[config.mk]
export PLATFORM = sky130hd
export DESIGN_NAME = alu_op_scheduler
export DESIGN_NICKNAME = d
export VERILOG_FILES = /design/src/rtl/alu_op_scheduler_pkg.sv /design/src/rtl/alu_rr_arb2.sv /design/src/rtl/alu_op_scheduler.sv
export SDC_FILE = /design/constraint.sdc
export NUM_CORES = 1
export LEC_CHECK = 0
export ABC_AREA = 1
export CORE_MARGIN = 2
export CORE_UTILIZATION = 40
export DETAILED_ROUTE_END_ITERATION = 8
export HOLD_SLACK_MARGIN = 0.02
export PLACE_DENSITY = 0.79
export SYNTH_ARGS = -nofsm -noshare
export SYNTH_HDL_FRONTEND = slang
export SYNTH_SLANG_ARGS = --single-unit
[constraint.sdc]
create_clock -name clk -period 1.6 [get_ports clk]
set_input_delay 0.24 -clock clk [delete_from_list [all_inputs] [get_ports clk]]
set_output_delay 0.24 -clock clk [all_outputs]
set_load 0.03 [all_outputs]
[src/rtl/alu_op_scheduler_pkg.sv]
// rtl/alu_op_scheduler_pkg.sv - shared types and constants for the ALU operation scheduler
package alu_op_scheduler_pkg;

    localparam int DEF_DATA_W = 4;  // operand width (a, b)
    localparam int DEF_SEL_W  = 4;  // opcode width (sel)
    localparam int DEF_RES_W  = 6;  // ALU result width (y)
    localparam int STATS_W    = 8;  // per-requester accept counter width

    typedef enum logic [1:0] {
        IDLE = 2'd0,
        EXEC = 2'd1,
        RESP = 2'd2
    } state_t;

    typedef logic req_id_t;

endpackage

[src/rtl/alu_rr_arb2.sv]
// rtl/alu_rr_arb2.sv - two-way combinational round-robin arbiter
//
// Ports:
//   valid0, valid1 : requests
//   enable         : arbitration allowed this cycle (no grant when low)
//   last_grant     : ID granted most recently (register owned by parent)
//   grant0, grant1 : one-hot grant
//   grant_id       : ID of the granted requester (meaningful when a grant is up)
module alu_rr_arb2
    import alu_op_scheduler_pkg::*;
(
    input  logic    valid0,
    input  logic    valid1,
    input  logic    enable,
    input  req_id_t last_grant,
    output logic    grant0,
    output logic    grant1,
    output req_id_t grant_id
);

    // A lone requester always wins; under contention the one not served last wins.
    assign grant0   = enable & valid0 & (~valid1 | last_grant);
    assign grant1   = enable & valid1 & (~valid0 | ~last_grant);
    assign grant_id = grant1;

endmodule

[src/rtl/alu_op_scheduler.sv]
// rtl/alu_op_scheduler.sv - shares one combinational ALU between two requesters
//
// Ports:
//   clk, rst_n                 : clock, asynchronous active-low reset
//   req{0,1}_valid/ready       : request handshake (ready only to the IDLE winner)
//   req{0,1}_a/b/sel           : operands and opcode, sampled on the accept edge
//   alu_a/alu_b/alu_sel        : registered operands to the external ALU
//   alu_y                      : combinational ALU result
//   resp_valid/ready/id/y      : tagged response channel
//   op_cnt0/op_cnt1            : saturating accept counters, present only when
//                                ALU_OP_SCHEDULER_STATS_EN is defined
module alu_op_scheduler
    import alu_op_scheduler_pkg::*;
#(
    parameter int DATA_W = DEF_DATA_W,
    parameter int SEL_W  = DEF_SEL_W,
    parameter int RES_W  = DEF_RES_W
) (
    input  logic              clk,
    input  logic              rst_n,
    input  logic              req0_valid,
    output logic              req0_ready,
    input  logic [DATA_W-1:0] req0_a,
    input  logic [DATA_W-1:0] req0_b,
    input  logic [SEL_W-1:0]  req0_sel,
    input  logic              req1_valid,
    output logic              req1_ready,
    input  logic [DATA_W-1:0] req1_a,
    input  logic [DATA_W-1:0] req1_b,
    input  logic [SEL_W-1:0]  req1_sel,
    output logic [DATA_W-1:0] alu_a,
    output logic [DATA_W-1:0] alu_b,
    output logic [SEL_W-1:0]  alu_sel,
    input  logic [RES_W-1:0]  alu_y,
    output logic              resp_valid,
    output logic              resp_id,
    output logic [RES_W-1:0]  resp_y,
    input  logic              resp_ready
`ifdef ALU_OP_SCHEDULER_STATS_EN
    ,
    output logic [STATS_W-1:0] op_cnt0,
    output logic [STATS_W-1:0] op_cnt1
`endif
);

    state_t  state, state_nxt;
    req_id_t last_grant;
    req_id_t cur_id;
    logic    grant0, grant1;
    req_id_t grant_id;
    logic    accept;

    alu_rr_arb2 u_arb (
        .valid0     (req0_valid),
        .valid1     (req1_valid),
        .enable     (state == IDLE),
        .last_grant (last_grant),
        .grant0     (grant0),
        .grant1     (grant1),
        .grant_id   (grant_id)
    );

    assign req0_ready = grant0;
    assign req1_ready = grant1;
    // A grant implies the matching valid, so a grant is already a handshake.
    assign accept     = grant0 | grant1;

    always_ff @(posedge clk or negedge rst_n) begin
        if (!rst_n) begin
            state <= IDLE;
        end else begin
            state <= state_nxt;
        end
    end

    always_comb begin
        state_nxt = state;
        case (state)
            IDLE:    if (accept) state_nxt = EXEC;
            EXEC:    state_nxt = RESP;
            RESP:    if (resp_ready) state_nxt = IDLE;
            default: state_nxt = IDLE;
        endcase
    end

    always_ff @(posedge clk or negedge rst_n) begin
        if (!rst_n) begin
            alu_a      <= '0;
            alu_b      <= '0;
            alu_sel    <= '0;
            last_grant <= 1'b1;
            cur_id     <= 1'b0;
            resp_y     <= '0;
            resp_id    <= 1'b0;
            resp_valid <= 1'b0;
        end else begin
            case (state)
                IDLE: begin
                    if (accept) begin
                        alu_a      <= grant1 ? req1_a   : req0_a;
                        alu_b      <= grant1 ? req1_b   : req0_b;
                        alu_sel    <= grant1 ? req1_sel : req0_sel;
                        cur_id     <= grant_id;
                        last_grant <= grant_id;
                    end
                end
                EXEC: begin
                    resp_y     <= alu_y;
                    resp_id    <= cur_id;
                    resp_valid <= 1'b1;
                end
                RESP: begin
                    if (resp_ready) begin
                        resp_valid <= 1'b0;
                    end
                end
                default: begin
                    resp_valid <= 1'b0;
                end
            endcase
        end
    end

`ifdef ALU_OP_SCHEDULER_STATS_EN
    always_ff @(posedge clk or negedge rst_n) begin
        if (!rst_n) begin
            op_cnt0 <= '0;
            op_cnt1 <= '0;
        end else begin
            if (grant0 && (op_cnt0 != {STATS_W{1'b1}})) begin
                op_cnt0 <= op_cnt0 + STATS_W'(1);
            end
            if (grant1 && (op_cnt1 != {STATS_W{1'b1}})) begin
                op_cnt1 <= op_cnt1 + STATS_W'(1);
            end
        end
    end
`endif

endmodule
Word-level counts from Yosys, hierarchy flattened
Index checks and enable logic that the tools add are counted.
{ "word_totals": {"ff_bits": 24, "latchBits": 0, "ramBits": 0, "rom_bits": 0, "inputBits": 35, "output_inout_bits": 22, "elab_cells": 36, "n_memories": 0} }
{ "classes": {"n_addsub": 0, "multipliers": 0, "div": 0, "order_cmp": 0, "n_eq_ne": 4, "shifts": 0, "muxes": 8, "bitwise_logic": 11, "n_reduce_logical": 4} }
{ "op_table": {"columns": ["op", "count"], "rows": [
  ["$mux W4", 3],
  ["$pmux W2 S3", 1],
  ["$reduce_and A2 Y1", 3],
  ["$and A1 B1 Y1", 4],
  ["$mux W2", 2],
  ["$ne A2 B2 Y1 const B", 2],
  ["$not A1 Y1", 4],
  ["$or A1 B1 Y1", 3],
  ["$pmux W1 S3", 1],
  ["$eq A2 B1 Y1 const B", 1],
  ["$eq A2 B2 Y1 const B", 1],
  ["$logic_not A2 Y1", 1],
  ["$mux W1", 1]
]} }

Longest topological paths before layout
{ "logic_depth": {"depth_word": 6, "depth_mapped": 6, "ltp_nobuf": 6} }

By module
A second synthesis with hierarchy kept.
{ "unflattened": {"hier_cells": 149, "hier_area_um2": 1121.1} }
{ "modules_own_cells": {"columns": ["mod", "instances", "cells_per_inst", "area_per_inst_um2", "seq_area_each_um2"], "rows": [
  ["alu_op_scheduler", 1, 143, 1092.3, 601.8],
  ["alu_rr_arb2", 1, 6, 28.8, 0.0]
]} }

Least setup slack after synthesis
No wires, ideal clock.
{ "synth_path": {"path_type": "reg2out", "start": "reg state[0]", "end": "out req0_ready", "t_arrival_ns": 1.352, "t_required_ns": 1.360, "path_slack_ns": 0.008, "stages_incl_launch_ff": 5, "n_path_buf": 1, "path_cell_list": "dfrtp_1 > nor2_4 > buf_2 > nand2_1 > a21oi_1"} }
{ "synth_between": {"elab_chain_len": 3} }
{ "synth_rtl": {"columns": ["element", "line", "text"], "rows": [
  ["start: declaration", "alu_op_scheduler.sv:46", "state_t state, state_nxt;"],
  ["start signal: assignment", "alu_op_scheduler.sv:72", "state <= state_nxt;"],
  ["$logic_not A2 Y1", "alu_op_scheduler.sv:56", ".enable (state == IDLE),"],
  ["$and A1 B1 Y1 (2 in a row)", "alu_rr_arb2.sv:22", "assign grant0 = enable & valid0 & (~valid1 | last_grant);"],
  ["end: declaration", "alu_op_scheduler.sv:22", "output logic req0_ready,"]
]} }
No other way between the ends.

Final worst setup path
Ends and elaborated chain as after synthesis.

==> reports/qor.txt <==
Status: complete, no violations
Max-slew violation count: 0
Crit-path slowest cell: dfrtp_2
Crit end category: primary output
Crit. Startpoint: state[0]$_DFFE_PN0P_
DR WL/cell: 13.0 um
Worst Path Arrival: 1.31 ns
GRT Total Usage: 19.0%
Reg2reg setup slack: 0.19 ns
Number of DRC markers in iteration 0: 14
Final hold vios: 0
CTS sink cnt: 24
Post-synth net total: 175
Antenna cells: 0
Largest delay contributor family on the critical path: flip-flops
Worst Setup EP: req0_ready
Post-synthesis cell type count: 18
Unrepaired setup endpoints after global routing: yes
Yosys warns: 0
Clock tree buffer depth: 2
CP Buf/Inv Count: 1
DRC: 0
Via count: 1174
# fillers: 219
Cell with the most instances after synthesis: nand2_1
Leakage: 0.996 nW
1st-pass router iterations: 4
First-pass GRT wire length: 4.93 mm
Detailed placement HPWL: 2.29 mm
Syn Std Cell Area: 1180 sq um
Rows: 19
Non-Filler Instances: 236
CP peak stage delay: 0.46 ns
Final #Nets: 241
Average cell area after synthesis: 8.41 sq um
Post-DP Area: 1780 sq um
Synth cell count leaders: nand2_1, inv_1, dfrtp_1, nand4_1, nand3_1
Critical R2R Launch: state[0]$_DFFE_PN0P_
Hold Crit Class: input port to async pin
Fraction of layout cells with a size suffix above 1: 15.6%
Height of the die: 58.3 um
Crit. path cell count: 4
R2R depth: 7
Core area: 2780 sq um
CP startpoint kind: register
Post-route ant nets: 0
Post-synth EDFFs: 0
Final Cell Area: 1860 sq um
Layout area overhead: 58.0%
Vias/cell: 4.97
Critical path type: register to primary output
Largest net degree at the start of global routing: 25
Vias in the first global route: 1158
Post-synth top area share: 48.9%
Cts bufs inserted: 3
Max VDD drop: 1.36 mV
Critical path fanouts, max: 3
CTS clk-pin slew, worst paths: 0.13 ns
Worst slew margin: 78.8%
Worst Skew: 0.00536 ns
CTS tree: built
Clk Latency, worst-skew pair: 0.32 ns
Final setup fails: 0
Cells after DPL: 227
Util after Layout: 66.9%
Synthesized flop and latch total: 24
Crit path required time: 1.36 ns
Register area share after synthesis: 51.1%
Htree depth: 1
Synth top area cells: dfrtp_1, nand2_1, inv_1
Routability cong.: 0.846
Mapped Cells: 140
Antenna violations before repair: 0
I/O pin total: 57
Die W: 58.3 um
Period utilisation layout: 97.1%
Total Wirelength: 3.06 mm
Max-cap viol count: 0
I/O Buffers: 56
Min Tclk post-route: 1.55 ns
Die Area: 3390 sq um
Worst reg2reg endpoint: alu_b[1]$_DFFE_PN0P_
Clock root buffer: clkbuf_4
Power density cells: 1910 nW/um^2
Critical-path cell list: nor2_4 -> nand2_2 -> a21oi_2 -> buf_6
Synth async-reset ratio: 100%
Synth area leader: dfrtp_1
Synth Flop Type: dfrtp_1
Worst-Margin Slew: 0.317 ns
Total grt overflow: 0
Initial Util: 42.3%
Max Fclk: 0.644 GHz
## placed cells by master (no fill, tap or decap), types with 3 or more instances in the layout
cell type,n
mux2_2,6
clkbuf_4,3
nand2_1,41
nand4_1,12
o21ai_0,3
nand3_1,11
dlygate4sd2_1,19
dfrtp_1,22
clkdlybuf4s50_1,34
inv_1,28
buf_4,12
## power by group
group	total, mW	internal (mW)	switching, mW	leakage [nW]
combinational	2.02	0.774	1.25	0.680
sequential	1.09	0.924	0.167	0.287
clock	0.440	0.253	0.187	0.0279
## how the worst min path moves through the flow
stage                             to  depth (start not counted)
2_1_floorplan   alu_a[0]$_DFFE_PN0P_                          0
3_3_place_gp    alu_b[2]$_DFFE_PN0P_                          2
3_5_place_dp    alu_b[0]$_DFFE_PN0P_                          2
4_1_cts         alu_b[3]$_DFFE_PN0P_                          2
5_1_grt        resp_y[5]$_DFFE_PN0P_                          2
6_report        alu_b[3]$_DFFE_PN0P_                          2
## repair_timing
item	CTS	global route
setup buffers	1	4
gates resized for setup	20	4
endpoints found under the hold margin	0	0
setup endpoints to repair	21	3
pin swaps	1	2
hold buffers	0	0
## metrics by stage
step                power [mW]  setup WS (ns)  setup TNS (ns)  hold slack [ns]
detailed placement        3.20         0.0979               0            0.469
CTS                       3.50        0.00106               0            0.260
floorplan                 2.36        0.00780               0          -0.0556
finish                    3.55         0.0462               0            0.255
global route              3.79        -0.0171         -0.0171            0.258
global placement          3.14          0.146               0            0.466
## area by class of cell
class	instances	area [sq um]	share of cell area (%)
Clock inverter	1	30.0	1.61
Timing Repair Buffer	67	621	33.4
Sequential cell	24	603	32.4
Tap cell	31	38.8	2.08
Multi-Input combinational cell	81	437	23.5
Clock buffer	3	22.5	1.21
Inverter	29	109	5.85
## kinds of logic (layout without fill, tap and decap cells)
logic type,Yosys count,count (layout),synth area share [%]
AO/OA/AOI/OAI,6,6,2.98
buffers and inverters,35,100,12.3
flip-flops,24,24,51.1
multiplexers,6,6,5.74
AND/OR/NAND/NOR,69,69,27.8
## per-layer routing
layer | part of all wire, % | global-route usage, %
met1 | 40 | 23.2
met2 | 54 | 33.8
met3 | 4.6 | 4.46
met4 | 0.72 | 4.65
met5 | 0 | 0
## state kept, by name (all words and copies together), names as in the netlist
| signal | count |
|---|---|
| alu_a | 4 |
| resp_y | 6 |
| resp_id | 1 |
| state | 2 |
| alu_sel | 4 |
| last_grant | 1 |
| alu_b | 4 |
| cur_id | 1 |
| resp_valid | 1 |
Note: power is estimated with default switching activity, not from simulation.
